==> config.mk <==
export PLATFORM = sky130hd
export DESIGN_NAME = instr_encoder
export DESIGN_NICKNAME = d
export VERILOG_FILES = /design/src/rtl/mips_pkg.sv /design/src/rtl/instr_pack.sv /design/src/rtl/instr_encoder.sv
export SDC_FILE = /design/constraint.sdc
export NUM_CORES = 1
export LEC_CHECK = 0
export ABC_AREA = 1
export CORE_ASPECT_RATIO = 0.5
export CORE_MARGIN = 1.5
export CORE_UTILIZATION = 48
export DETAILED_ROUTE_END_ITERATION = 16
export PLACE_DENSITY = 0.84
export SYNTH_ARGS = -nofsm -noshare
export SYNTH_HDL_FRONTEND = slang
export SYNTH_SLANG_ARGS = --single-unit
export TNS_END_PERCENT = 1
==> constraint.sdc <==
create_clock -name clk -period 2.6 [get_ports clk]
set_input_delay 0.52 -clock clk [delete_from_list [all_inputs] [get_ports clk]]
set_output_delay 0.52 -clock clk [all_outputs]
set_load 0.01 [all_outputs]
==> src/rtl/mips_pkg.sv <==
// Shared MIPS encoding constants: mnemonic enumeration, opcode/funct values and
// field-packing helpers used by the encoder and the instruction decoder.
package mips_pkg;

    typedef enum logic [4:0] {
        MN_ADD  = 5'd0,  MN_SUB  = 5'd1,  MN_AND  = 5'd2,  MN_OR   = 5'd3,
        MN_XOR  = 5'd4,  MN_NOR  = 5'd5,  MN_SLT  = 5'd6,  MN_SLL  = 5'd7,
        MN_SRL  = 5'd8,  MN_JR   = 5'd9,  MN_JALR = 5'd10, MN_ADDI = 5'd11,
        MN_ANDI = 5'd12, MN_SLTI = 5'd13, MN_BEQ  = 5'd14, MN_BNE  = 5'd15,
        MN_LW   = 5'd16, MN_SW   = 5'd17, MN_LH   = 5'd18, MN_SH   = 5'd19,
        MN_J    = 5'd20, MN_JAL  = 5'd21
    } mnem_e;

    localparam logic [5:0] OP_RTYPE = 6'h00;
    localparam logic [5:0] OP_J     = 6'h02;
    localparam logic [5:0] OP_JAL   = 6'h03;
    localparam logic [5:0] OP_BEQ   = 6'h04;
    localparam logic [5:0] OP_BNE   = 6'h05;
    localparam logic [5:0] OP_ADDI  = 6'h08;
    localparam logic [5:0] OP_SLTI  = 6'h0A;
    localparam logic [5:0] OP_ANDI  = 6'h0C;
    localparam logic [5:0] OP_LH    = 6'h21;
    localparam logic [5:0] OP_LW    = 6'h23;
    localparam logic [5:0] OP_SH    = 6'h29;
    localparam logic [5:0] OP_SW    = 6'h2B;

    localparam logic [5:0] FN_SLL  = 6'h00;
    localparam logic [5:0] FN_SRL  = 6'h02;
    localparam logic [5:0] FN_JR   = 6'h08;
    localparam logic [5:0] FN_JALR = 6'h09;
    localparam logic [5:0] FN_ADD  = 6'h20;
    localparam logic [5:0] FN_SUB  = 6'h22;
    localparam logic [5:0] FN_AND  = 6'h24;
    localparam logic [5:0] FN_OR   = 6'h25;
    localparam logic [5:0] FN_XOR  = 6'h26;
    localparam logic [5:0] FN_NOR  = 6'h27;
    localparam logic [5:0] FN_SLT  = 6'h2A;

    function automatic logic [31:0] r_word(input logic [4:0] rs, input logic [4:0] rt,
                                           input logic [4:0] rd, input logic [4:0] shamt,
                                           input logic [5:0] funct);
        return {OP_RTYPE, rs, rt, rd, shamt, funct};
    endfunction

    function automatic logic [31:0] i_word(input logic [5:0] op, input logic [4:0] rs,
                                           input logic [4:0] rt, input logic [15:0] imm);
        return {op, rs, rt, imm};
    endfunction

    function automatic logic [31:0] j_word(input logic [5:0] op, input logic [25:0] target);
        return {op, target};
    endfunction

endpackage

==> src/rtl/instr_pack.sv <==
// Combinational MIPS field packer: maps a mnemonic plus operand fields to a
// 32-bit instruction word, flagging mnemonic codes outside the defined set.
module instr_pack
    import mips_pkg::*;
(
    input  logic [4:0]  mnem,
    input  logic [4:0]  rs,
    input  logic [4:0]  rt,
    input  logic [4:0]  rd,
    input  logic [4:0]  shamt,
    input  logic [15:0] imm,
    input  logic [25:0] target,
    output logic [31:0] word,
    output logic        illegal
);

    always_comb begin
        word    = '0;
        illegal = 1'b0;
        case (mnem)
            MN_ADD:  word = r_word(rs, rt, rd, shamt, FN_ADD);
            MN_SUB:  word = r_word(rs, rt, rd, shamt, FN_SUB);
            MN_AND:  word = r_word(rs, rt, rd, shamt, FN_AND);
            MN_OR:   word = r_word(rs, rt, rd, shamt, FN_OR);
            MN_XOR:  word = r_word(rs, rt, rd, shamt, FN_XOR);
            MN_NOR:  word = r_word(rs, rt, rd, shamt, FN_NOR);
            MN_SLT:  word = r_word(rs, rt, rd, shamt, FN_SLT);
            // Shifts take their operand from rt; rs is architecturally zero
            MN_SLL:  word = r_word(5'd0, rt, rd, shamt, FN_SLL);
            MN_SRL:  word = r_word(5'd0, rt, rd, shamt, FN_SRL);
            MN_JR:   word = r_word(rs, 5'd0, 5'd0, 5'd0, FN_JR);
            MN_JALR: word = r_word(rs, rt, rd, shamt, FN_JALR);
            MN_ADDI: word = i_word(OP_ADDI, rs, rt, imm);
            MN_ANDI: word = i_word(OP_ANDI, rs, rt, imm);
            MN_SLTI: word = i_word(OP_SLTI, rs, rt, imm);
            MN_BEQ:  word = i_word(OP_BEQ, rs, rt, imm);
            MN_BNE:  word = i_word(OP_BNE, rs, rt, imm);
            MN_LW:   word = i_word(OP_LW, rs, rt, imm);
            MN_SW:   word = i_word(OP_SW, rs, rt, imm);
            MN_LH:   word = i_word(OP_LH, rs, rt, imm);
            MN_SH:   word = i_word(OP_SH, rs, rt, imm);
            MN_J:    word = j_word(OP_J, target);
            MN_JAL:  word = j_word(OP_JAL, target);
            default: illegal = 1'b1;
        endcase
    end

endmodule

==> src/rtl/instr_encoder.sv <==
// Streams encoded MIPS instructions into instruction memory: one request per
// accepted handshake, written one cycle later at consecutive word addresses.
module instr_encoder
    import mips_pkg::*;
#(
    parameter int AW = 10
) (
    input  logic          clk,
    input  logic          rst_n,
    input  logic          start,
    input  logic [AW-1:0] base_addr,
    input  logic          in_valid,
    output logic          in_ready,
    input  logic          in_last,
    input  logic [4:0]    mnem,
    input  logic [4:0]    rs,
    input  logic [4:0]    rt,
    input  logic [4:0]    rd,
    input  logic [4:0]    shamt,
    input  logic [15:0]   imm,
    input  logic [25:0]   target,
    output logic          im_we,
    output logic [AW-1:0] im_addr,
    output logic [31:0]   im_wdata,
    output logic          busy,
    output logic          done,
    output logic          err,
    output logic [AW:0]   wcount
);

    typedef enum logic [1:0] {
        IDLE  = 2'd0,
        RUN   = 2'd1,
        DRAIN = 2'd2
    } state_e;

    localparam logic [AW:0]   WCOUNT_MAX = {1'b1, {AW{1'b0}}};
    localparam logic [AW:0]   WCOUNT_ONE = {{AW{1'b0}}, 1'b1};
    localparam logic [AW-1:0] ADDR_ONE   = {{(AW-1){1'b0}}, 1'b1};

    state_e        state_q, state_d;
    logic [AW-1:0] addr_cnt;
    logic [31:0]   pack_word;
    logic          pack_illegal;
    logic          accept;
    logic          write_p0;

    instr_pack u_pack (
        .mnem    (mnem),
        .rs      (rs),
        .rt      (rt),
        .rd      (rd),
        .shamt   (shamt),
        .imm     (imm),
        .target  (target),
        .word    (pack_word),
        .illegal (pack_illegal)
    );

    assign in_ready = (state_q == RUN);
    assign busy     = (state_q != IDLE);
    assign accept   = in_valid && in_ready;
    assign write_p0 = accept && !pack_illegal;

    always_comb begin
        state_d = state_q;
        case (state_q)
            IDLE:    if (start) state_d = RUN;
            RUN:     if (accept && in_last) state_d = DRAIN;
            DRAIN:   state_d = IDLE;
            default: state_d = IDLE;
        endcase
    end

    // Request stage -> write stage: the packed word is registered straight
    // into the memory port; counters advance on the same edge so they read
    // their new values during the write cycle.
    always_ff @(posedge clk or negedge rst_n) begin
        if (!rst_n) begin
            state_q  <= IDLE;
            addr_cnt <= '0;
            im_we    <= 1'b0;
            im_addr  <= '0;
            im_wdata <= '0;
            done     <= 1'b0;
            err      <= 1'b0;
            wcount   <= '0;
        end else begin
            state_q <= state_d;
            done    <= (state_q == DRAIN);
            im_we   <= write_p0;
            if (state_q == IDLE && start) begin
                addr_cnt <= base_addr;
                wcount   <= '0;
                err      <= 1'b0;
            end
            if (write_p0) begin
                im_addr  <= addr_cnt;
                im_wdata <= pack_word;
                addr_cnt <= addr_cnt + ADDR_ONE;
                if (wcount != WCOUNT_MAX) wcount <= wcount + WCOUNT_ONE;
            end
            if (accept && pack_illegal) err <= 1'b1;
        end
    end

endmodule

* Word-level counts from Yosys, hierarchy flattened
Index checks and enable logic that the tools add are counted.
** Storage, ports and cells
- Bits of input ports :: 82
- Output and inout port bits :: 58
- Bits in read-only memories :: 0
- Bits in writable memories :: 0
- Memories :: 0
- Latch bits :: 0
- Bits in registers :: 68
- Logic and storage cells :: 60
** Operators by class
- Multiply operators :: 0
- Div/mod/pow operators :: 0
- Shifts and indexed selects :: 0
- $lt $le $gt $ge :: 0
- Bitwise operators :: 0
- Reduce and logical (&&, ||, !) cells :: 12
- Mux-type cells :: 12
- Add/sub/neg operators :: 2
- Eq/ne operators :: 26
** Operators with widths (count)
- one-hot mux 32 bit (22 select lines) :: 1
- == test 5 x 4 -> 1 bit, second input constant :: 8
- 2-to-1 mux 11 bit :: 3
- == test 5 bit, second input constant :: 6
- OR reduction 22 bit :: 1
- == test 5 x 3 -> 1 bit, second input constant :: 4
- 2-to-1 mux 10 bit :: 2
- adder 11 x 1 -> 11 bit, second input constant :: 1
- != test 11 bit, second input constant :: 1
- adder 10 x 1 -> 10 bit, second input constant :: 1
- == test 5 x 2 -> 1 bit, second input constant :: 2
- nonzero test 2 bit :: 3
- == test 5 x 1 -> 1 bit, second input constant :: 1
- logical AND 1 bit :: 5
- logical NOT 5 bit :: 1
- 2-to-1 mux 2 bit :: 2
- one-hot mux 2 bit (2 select lines) :: 1
- 2-to-1 mux 1 bit :: 3
- == test 2 x 1 -> 1 bit, second input constant :: 1
- == test 2 bit, second input constant :: 1
- logical NOT 2 bit :: 1
- != test 2 x 1 -> 1 bit, second input constant :: 1
- != test 2 bit, second input constant :: 1
- AND reduction 2 bit :: 1

* Logic depth before layout (Yosys ltp)
Gate-level depths: netlist of the first run.
- Word-level depth :: 5
- Depth in mapped cells :: 11
- Depth with buffers taken out :: 10

* Cells and area by module
Synthesis of the first run repeated with hierarchy kept, for this count alone.
** Second synthesis, totals
- Cell total of the unflattened synthesis :: 529
- Area total of the unflattened synthesis :: 3778.6 um^2
** Modules (own cells, without submodules)
- instr_encoder :: area each 3052.9 um^2, instances 1, cells each 368, sequential area each 1701.6 um^2
- instr_pack :: area each 725.7 um^2, instances 1, cells each 161, sequential area each 0.0 um^2

* Least setup slack after synthesis of the first run
OpenSTA, ideal clock, no wires.
- Path type :: input -> register
- From :: input mnem[1]
- To :: register im_wdata[12]
- Arrival time :: 1482 ps
- Stages on the path :: 10
- Library setup time :: 117 ps
- Data required time :: 2483 ps
- Setup slack :: 1002 ps
- Path buffers :: 1
- Path through :: buf_2 > nor2_1 > nand2_1 > o21ai_1 > nor2_1 > nand2_2 > nand2_1 > nand3_1 > nand2_1 > nand2_1
** On the way
- Longest elaborated chain between the ends :: 3
- Elaborated cells between the ends (all ways) :: 25
- Classes of those cells :: eq/ne (21); mux (1); reduce/logical (3)
** Ends and longest elaborated chain
- from (decl) :: line instr_encoder.sv:15 : input logic [4:0] mnem,
- == test 5 x 1 -> 1 bit (tied with other cells) :: line instr_pack.sv:20 : case (mnem)
- OR reduction 22 bit (no line)
- logical AND 1 bit :: line instr_encoder.sv:63 : assign write_p0 = accept && !pack_illegal;
- to (signal assigned) :: line instr_encoder.sv:99 : im_wdata <= pack_word;
- to (decl) :: line instr_encoder.sv:24 : output logic [31:0] im_wdata,
Several ways; a longest one is shown, not always the timed one.
A chain may end at the register's enable or synchronous reset.

* Final worst setup path of the first run
- From :: input mnem[3]
- To :: register addr_cnt[7]
** On the way
- Longest elaborated chain between the ends :: 4
- Elaborated cells between the ends (all ways) :: 26
- Classes of those cells :: eq/ne (21); mux (1); reduce/logical (4)
** Ends and longest elaborated chain
- == test 5 x 1 -> 1 bit (tied with other cells) :: line instr_pack.sv:20
- OR reduction 22 bit (no line) (*)
- logical AND 1 bit (*) :: line instr_encoder.sv:63
- 2-to-1 mux 10 bit or nonzero test 2 bit (tied branches)
- to (signal assigned) :: line instr_encoder.sv:93 : addr_cnt <= base_addr;
- to (signal assigned) :: line instr_encoder.sv:100 : addr_cnt <= addr_cnt + ADDR_ONE;
- to (decl) :: line instr_encoder.sv:42 : logic [AW-1:0] addr_cnt;
Mark *: on every way between the ends. The rest lies on a longest branch, timed or not.

==> impl_metrics.tcl, run 1 <==
set metrics [dict create \
    cp_max_fo 34 \
    worstRegToRegCells 10 \
    clockRootBuffer "clkbuf_16" \
    worstSkewPairLatency_ps 330 \
    dieWidth_microns 127 \
    ant_nets 0 \
    clk_path_buf_depth 2 \
    synth_nets 595 \
    core_area_sq_um 7380 \
    whs_ps 200 \
    syn-instance-count 510 \
    first_pass_iters 4 \
    reg2reg_slack_ps 900 \
    grt-ovfl-total 0 \
    synth_edf_count 0 \
    n_antenna_cell 0 \
    ys_seq_area_frac 0.455 \
    power_density_nw_per_um2 886 \
    setup_tns_ps 0 \
    power_frac_clock 0.225 \
    num_rows 22 \
    path_clk_slew_ps 50 \
    vdd_drop_max_uv 465 \
    grt_pass1_wl_microns 16300 \
    wl_met1_microns 4460 \
    fp.dieH_microns 64.9 \
    routedWlPerCell_microns 13.2 \
    clock.fmax_mhz 463 \
    slew_viol_final 0 \
    yosys_warnings 0 \
    post_cts_buffers 0 \
    ios 140 \
    p_int_mw 3.15 \
    netlist_top_cells_count "nand2_1 (220), dfrtp_1 (67), inv_1 (39)" \
    wirelength_microns 9920 \
    synth-xor-area-share 0.0238 \
    setup_ws_ps 442 \
    ys_async_sr_fraction 1.00 \
    setup_viol 0 \
    drtIter0Drc 358 \
    avgSynthCellArea_sq_um 7.22 \
    synth_area_leader_cell "dfrtp_1" \
    final_util 0.738 \
    status "complete, no violations" \
    period_needed_ps 2160 \
    antenna_found_initial 0 \
    synth_top_family_by_area "simple AND/OR/NAND/NOR gates" \
    synth_seq_cells 67 \
    fin_nets 735 \
    placed_cells 735 \
    grt_setup_unrepaired "no" \
    synth_cell_types 33 \
    routabilityCongestion 0.897 \
    topRoutingLayerUsed "met4" \
    cts_buffers 9 \
    cts_tree "done" \
    p_seq_frac 0.362 \
    finalHoldViolCount 0 \
    yosys-top-cells-area "dfrtp_1 (46%), nand2_1 (22%), nand3_1 (4.6%)" \
    netlist_area_sq_um 3680 \
    fin_skew_ps 3.91 \
    criticalPathCategory "in2reg" \
    htree_levels 3 \
    placed_cell_area_sq_um 5180 \
    track_usage 0.251 \
    wl_met3_microns 560 \
    final_area_sq_um 5450 \
    p_sw_mw 1.68 \
    drv_cap 0 \
    cts_sinks 67 \
    synth_top_area_share 0.455 \
    post_drt_via_cell_ratio 5.05 \
    worstSetupEndpointType "flip-flop" \
    port_buffers 138 \
    synth-compound-area-share 0.0958 \
    arrival_ps 2420 \
    die_area_sq_um 8240 \
    dp_hpwl_microns 7270 \
    drive_above_1_share 0.0535 \
    yosysMostFrequentCell "nand2_1" \
    power_frac_comb 0.413 \
    ys.flop_type "dfrtp_1" \
    dr_wl_met2_microns 4790 \
    switching_share 0.347 \
    cts_resized 0 \
    ctsHoldBuffers 0 \
    p_leak_nw 2.62 \
    power_mw 4.82 \
    synthMuxAreaShare 0 \
    yosys.area_share.adder 0.0102 \
    grt_start_max_net_pins 68 \
    cp-start-kind "primary input" \
    dp_slack_ps 132 \
    min_path_type "in2async" \
    finalCritPeriodShare 0.830 \
    start_util 0.499 \
    synth_simple_gate_area_share 0.338 \
    instances_no_fill 750 \
    r2r_end "addr_cnt[7]" \
    drc 0 \
    reg2reg_from "state_q[0]" \
    grt_pass1_vias 3546 \
    syn_to_final_growth_pct 47.9 \
    required_ps 2860 \
    vias 3787 \
]
state kept, by name (all words and copies together) (netlist names):
register	flops
wcount	11
im_we	1
im_wdata	31
err	1
im_addr	10
addr_cnt	10
state_q	2
done	1
logic make-up after synthesis:
logic type	count (synthesis)
and+or+nand+nor	306
DFF	67
buffers and inverters	63
AOI/OAI and AO/OA	60
xor gates and xnor gates	10
adders and majority gates	3
other	1
layer usage:
metal  vias to the layer above  global-route usage
met1                      1759               0.309
li1                       1898                   -
met2                       121               0.437
met3                         9              0.0595
met4                         0              0.0866
met5                         -                   0
placed cells by master (no fill, tap or decap), drive strengths merged, types with 5 or more instances in the layout:
| master | synthesis | routed |
|---|---|---|
| nand4 | 6 | 6 |
| nor3 | 12 | 12 |
| clkdlybuf4s50 | 0 | 137 |
| xor2 | 9 | 9 |
| nand3 | 36 | 36 |
| buf | 18 | 12 |
| dfrtp | 67 | 67 |
| nor2 | 28 | 28 |
| inv | 42 | 42 |
| a21oi | 5 | 5 |
| clkbuf | 2 | 13 |
| o31ai | 6 | 6 |
| o21ai | 41 | 41 |
| nand2 | 223 | 223 |
final cells by class:
type,instances,area [sq um]
well taps,96,120
clock buffers,13,250
repair buffers,149,1500
flip-flops and latches,67,1680
inverters,43,161
fillers,595,1930
clock inverters,2,12.5
multi-input cells,380,1730
worst max-delay path by stage:
stage                        from            to  slack (ps)  cells after the start
after floorplan           mnem[1]  im_wdata[12]        1000                     10
after global placement    mnem[3]   addr_cnt[7]         170                     10
after detailed placement  mnem[1]   addr_cnt[7]         130                     10
after CTS                 mnem[1]   addr_cnt[7]         470                     10
after global routing      mnem[3]   addr_cnt[7]         240                     10
final                     mnem[3]   addr_cnt[7]         440                     10
power groups by stage:
stage | Combinational, mW | Clock [mW] | Sequential, mW
5_1_grt | 2.20 | 1.15 | 1.80
2_1_floorplan | 0.812 | 0 | 1.87
6_report | 1.99 | 1.08 | 1.75
3_5_place_dp | 2.00 | 0 | 1.75
4_1_cts | 2.01 | 1.11 | 1.75
3_3_place_gp | 1.96 | 0 | 1.74
critical path: stages:
cell	delay, ps
clkdlybuf4s50_1	590
nor2_1	110
nand2_1	130
nand3_2	90
nand2_2	90
buf_4	340
nand2_2	240
o21ai_1	170
nand2_1	60
o21ai_1	70
Note: power is estimated with default switching activity, not from simulation.
==> run 2, diff against run 1 <==
Settings changed: CORE_UTILIZATION 48 to 40, PLACE_DENSITY 0.84 to 0.75.
Clock period 2.6 ns to 1.8 ns, I/O delays scaled along.
==> impl_metrics.tcl, run 2 (synthesis gave the netlist of run 1 again) <==
set metrics [dict create \
    status "complete, no violations" \
    min_path_type "in2async" \
    setup_tns_ps 0 \
    r2r_end "wcount[10]" \
    finalHoldViolCount 0 \
    cp_max_fo 7 \
    placed_cell_area_sq_um 5540 \
    first_pass_iters 4 \
    drc 0 \
    grt_pass1_vias 3831 \
    syn_to_final_growth_pct 62.0 \
    cp-start-kind "flip-flop" \
    cts_buffers 9 \
    final_area_sq_um 5970 \
    fin_nets 770 \
    worstSetupEndpointType "output port" \
    power_density_nw_per_um2 1290 \
    cp.depth 1 \
    dieWidth_microns 139 \
    vias 3896 \
    criticalPathCategory "reg2out" \
    required_ps 1440 \
    drtIter0Drc 225 \
    largest_register_ffs 31 \
    core_area_sq_um 8830 \
    n_antenna_cell 0 \
    ant_nets 0 \
    critPathBufInv 1 \
    reg2reg_slack_ps 230 \
    arrival_ps 1370 \
    grt_setup_unrepaired "yes" \
    p_int_mw 5.19 \
    antenna_found_initial 0 \
    drive_above_1_share 0.122 \
    cts_sinks 67 \
    routedWlPerCell_microns 13.3 \
    wirelength_microns 10700 \
    drv_cap 0 \
    crit_end "wcount[2]" \
    whs_ps 35.2 \
    critical_path.max_stage_delay_ps 580 \
    reg2reg_from "wcount[1]" \
    clockRootBuffer "clkbuf_16" \
    finalCritPeriodShare 0.962 \
    clk_path_buf_depth 2 \
    setup_viol 0 \
    cp-startpoint "wcount[2]" \
    p_sw_mw 2.52 \
    slowest_stage "clkdlybuf4s50_1" \
    crit_chain "clkdlybuf4s50_1" \
    switching_share 0.326 \
    cts_tree "done" \
    post_drt_via_cell_ratio 4.83 \
    track_usage 0.223 \
    p_leak_nw 2.92 \
    worstSkewPairLatency_ps 330 \
    power_frac_comb 0.407 \
    vdd_drop_max_uv 759 \
    worstRegToRegCells 8 \
    crit_family "buffers and inverters" \
    period_needed_ps 1730 \
    num_rows 24 \
    power_frac_clock 0.267 \
    post_cts_buffers 0 \
    top_register "im_wdata" \
    start_util 0.417 \
    dp_hpwl_microns 7860 \
    grt-ovfl-total 0 \
    routabilityCongestion 0.898 \
    power_mw 7.71 \
    fp.dieH_microns 70.8 \
    fin_skew_ps 5.51 \
    die_area_sq_um 9830 \
    grt_pass1_wl_microns 17800 \
    slew_viol_final 0 \
    port_buffers 138 \
    p_seq_frac 0.326 \
    path_clk_slew_ps 50 \
    grt_start_max_net_pins 68 \
    htree_levels 3 \
    final_cell_mix "nand2_1 (219), clkdlybuf4s50_1 (132), dfrtp_1 (67), inv_1 (39), buf_4 (36)" \
    clock.fmax_mhz 577 \
    largestRegisters "im_wdata (31), wcount (11)" \
    ios 140 \
    final_common_cell "nand2_1" \
]
[run 2: changes by cell type in the layout (fill, tap and decap cells not counted), moves of 3 or more]
| cell | before | now |
|---|---|---|
| bufinv_16 | 0 | 3 |
| buf_4 | 8 | 36 |
| nor2_2 | 1 | 6 |
| clkdlybuf4s50_1 | 137 | 132 |
| buf_12 | 3 | 9 |
| dlymetal6s2s_1 | 0 | 5 |
| nor2_1 | 27 | 20 |
[run 2: area by class of cell]
cell class                 instances  area, sq um
inverter                          43          161
timing repair buffer             183         1840
clock buffer                      11          243
clock inverter                     5          108
tap                              117          146
fill                             722         2860
sequential                        67         1680
multi-input combinational        381         1790
[run 2: worst min path at each step]
stage,to,slack (ps),cells past startpoint
2_1_floorplan,addr_cnt[0],60,0
3_3_place_gp,im_wdata[6],410,2
3_5_place_dp,im_wdata[4],420,2
4_1_cts,im_wdata[4],70,2
5_1_grt,im_wdata[13],80,2
6_report,im_wdata[3],40,2
[run 2: per-layer routing]
metal  track usage  vias up  part of all wire
met2         0.402       93              0.50
met1         0.266     1811              0.44
met4        0.0625        0             0.014
met3        0.0603       17             0.051
li1              -     1975                 -
met5             0        -                 0
[run 2: what timing repair did]
action,in CTS,in global routing
hold buffers,0,0
endpoints found under the setup margin,0,30
gates resized for setup,0,21
[run 2: metrics by stage]
| step | worst slack (ps) | cells | utilization |
|---|---|---|---|
| detailed placement | -319 | 790 | 0.627 |
| floorplan | 362 | 510 | - |
| global placement | -261 | 790 | 0.627 |
| global route | -62.5 | 807 | 0.676 |
| CTS | 5.62 | 806 | 0.667 |
| finish | 67.9 | 807 | 0.676 |
[run 2: power groups by stage]
| stage | combinational [mW] | sequential [mW] | clock (mW) |
|---|---|---|---|
| finish | 3.13 | 2.52 | 2.06 |
| detailed placement | 3.15 | 2.52 | 0 |
| global route | 3.47 | 2.61 | 2.17 |
| floorplan | 1.17 | 2.70 | 0 |
| CTS | 3.15 | 2.51 | 2.09 |
| global placement | 3.09 | 2.50 | 0 |
==> run 3, diff against run 2 <==
Settings changed: CORE_UTILIZATION 40 to 48, PLACE_DENSITY 0.75 to 0.84.
Clock period 1.8 ns to 2 ns, I/O delays scaled along.
==> impl_metrics.tcl, run 3 (synthesis gave the netlist of run 1 again) <==
set metrics [dict create \
    status "complete, no violations" \
    cp_max_fo 6 \
    p_leak_nw 2.78 \
    setup_viol 0 \
    cts_tree "done" \
    die_area_sq_um 8240 \
    worstSkewPairLatency_ps 330 \
    antenna_found_initial 0 \
    worstSetupEndpointType "flip-flop" \
    clock.fmax_mhz 530 \
    finalCritPeriodShare 0.943 \
    period_needed_ps 1890 \
    cts_sinks 67 \
    setup_ws_ps 115 \
    fin_skew_ps 4.75 \
    post_drt_via_cell_ratio 5.17 \
    cp-start-kind "primary input" \
    dp_hpwl_microns 7660 \
    first_pass_iters 5 \
    core_area_sq_um 7380 \
    vdd_drop_max_uv 651 \
    grt_pass1_vias 3918 \
    ctsHoldBuffers 0 \
    reg2reg_from "wcount[2]" \
    path_clk_slew_ps 50 \
    dieWidth_microns 127 \
    slew_viol_final 0 \
    final_util 0.773 \
    critPathMostFrequentCell "nand2_1" \
    grt_start_max_net_pins 68 \
    syn_to_final_growth_pct 54.9 \
    routabilityCongestion 0.967 \
    drive_above_1_share 0.0938 \
    start_util 0.499 \
    grt-ovfl-total 0 \
    final_cell_mix "nand2_1 (221), clkdlybuf4s50_1 (137), dfrtp_1 (67), inv_1 (39)" \
    cts_buffers 9 \
    fp.dieH_microns 64.9 \
    track_usage 0.277 \
    instances_no_fill 778 \
    r2r_end "wcount[7]" \
    power_mw 6.58 \
    tightest_slew_ps 657 \
    port_buffers 138 \
    num_rows 22 \
    setup_tns_ps 0 \
    vias 4025 \
    fin_nets 762 \
    htree_levels 3 \
    clk_path_buf_depth 2 \
    required_ps 2220 \
    drc 0 \
    num-fill-cells 534 \
    cts_resized 0 \
    dp_slack_ps -168 \
    largest_register_ffs 31 \
    critical_path.max_stage_delay_ps 560 \
    reg2reg_slack_ps 210 \
    worstRegToRegCells 6 \
    placed_cells 761 \
    drv_cap 0 \
    wirelength_microns 10800 \
    grt_pass1_wl_microns 18000 \
    drtIter0Drc 329 \
    critPathBufInv 2 \
    min_path_type "in2async" \
    slew_headroom 0.558 \
    top_register "im_wdata" \
    criticalPathCategory "in2reg" \
    n_antenna_cell 0 \
    slowest_stage "clkdlybuf4s50_1" \
    ios 140 \
    power_density_nw_per_um2 1150 \
    post_cts_buffers 0 \
    ant_nets 0 \
    final_common_cell "nand2_1" \
    clockRootBuffer "clkbuf_16" \
    cp-startpoint "mnem[4]" \
    largestRegisters "im_wdata (31), wcount (11)" \
    routedWlPerCell_microns 13.9 \
    crit_chain "clkdlybuf4s50_1 -> inv_2 -> nand2_1 -> nor3_1 -> nor2_1 -> nand2_1 -> nand2_1 -> nand3_1 -> nand2_1 -> nand2_1" \
    finalHoldViolCount 0 \
    arrival_ps 2110 \
    crit_family "simple AND/OR/NAND/NOR gates" \
]
[run 3: changes by cell type in the layout (fill, tap and decap cells not counted), sizes merged]
cell / before / now
clkdlybuf4s50: 132 / 137
inv: 44 / 42
dlymetal6s2s: 5 / 0
clkbuf: 11 / 14
bufinv: 3 / 1
buf: 46 / 38
clkinv: 1 / 2
[run 3: worst max path at each step]
stage                   endpoint  depth (start not counted)
floorplan           im_wdata[12]                         10
global placement    im_wdata[14]                         11
detailed placement  im_wdata[11]                         11
CTS                     in_ready                          2
global route        im_wdata[10]                         10
finish               im_wdata[8]                         10
[run 3: report_power, final]
part	internal (mW)	switching [mW]
Combinational	1.44	1.30
Sequential	1.89	0.388
Clock	0.998	0.555
[run 3: through the flow]
stage,instance area [sq um],hold WS (ps)
6_report,5700,64.7
5_1_grt,5700,99.1
4_1_cts,5690,94.5
3_5_place_dp,5400,443
3_3_place_gp,5400,444
2_1_floorplan,3680,104
[run 3: final cells by class]
| type | instances | area, sq um | share of cell area |
|---|---|---|---|
| clock buffers | 14 | 254 | 0.0445 |
| flip-flops and latches | 67 | 1680 | 0.294 |
| inverters | 43 | 161 | 0.0283 |
| multi-input cells | 381 | 1740 | 0.305 |
| repair buffers | 175 | 1720 | 0.301 |
| well taps | 96 | 120 | 0.0211 |
| clock inverters | 2 | 35.0 | 0.00614 |
[run 3: worst reg2reg max path, cell delays in order, from the launching register on]
cell,delay [ps]
dfrtp_1,470
nand3_1,180
nor3_1,540
nand3_1,190
xor2_1,190
nand2_1,60
nand2_1,40
[run 3: routing by layer]
metal  global-route usage  vias up  routed length (microns)
li1                     -     1956                        -
met1                0.336     1891                     4520
met2                0.488      158                     5370
met3               0.0760       20                      724
met4               0.0824        0                      187
met5                    0        -                        0
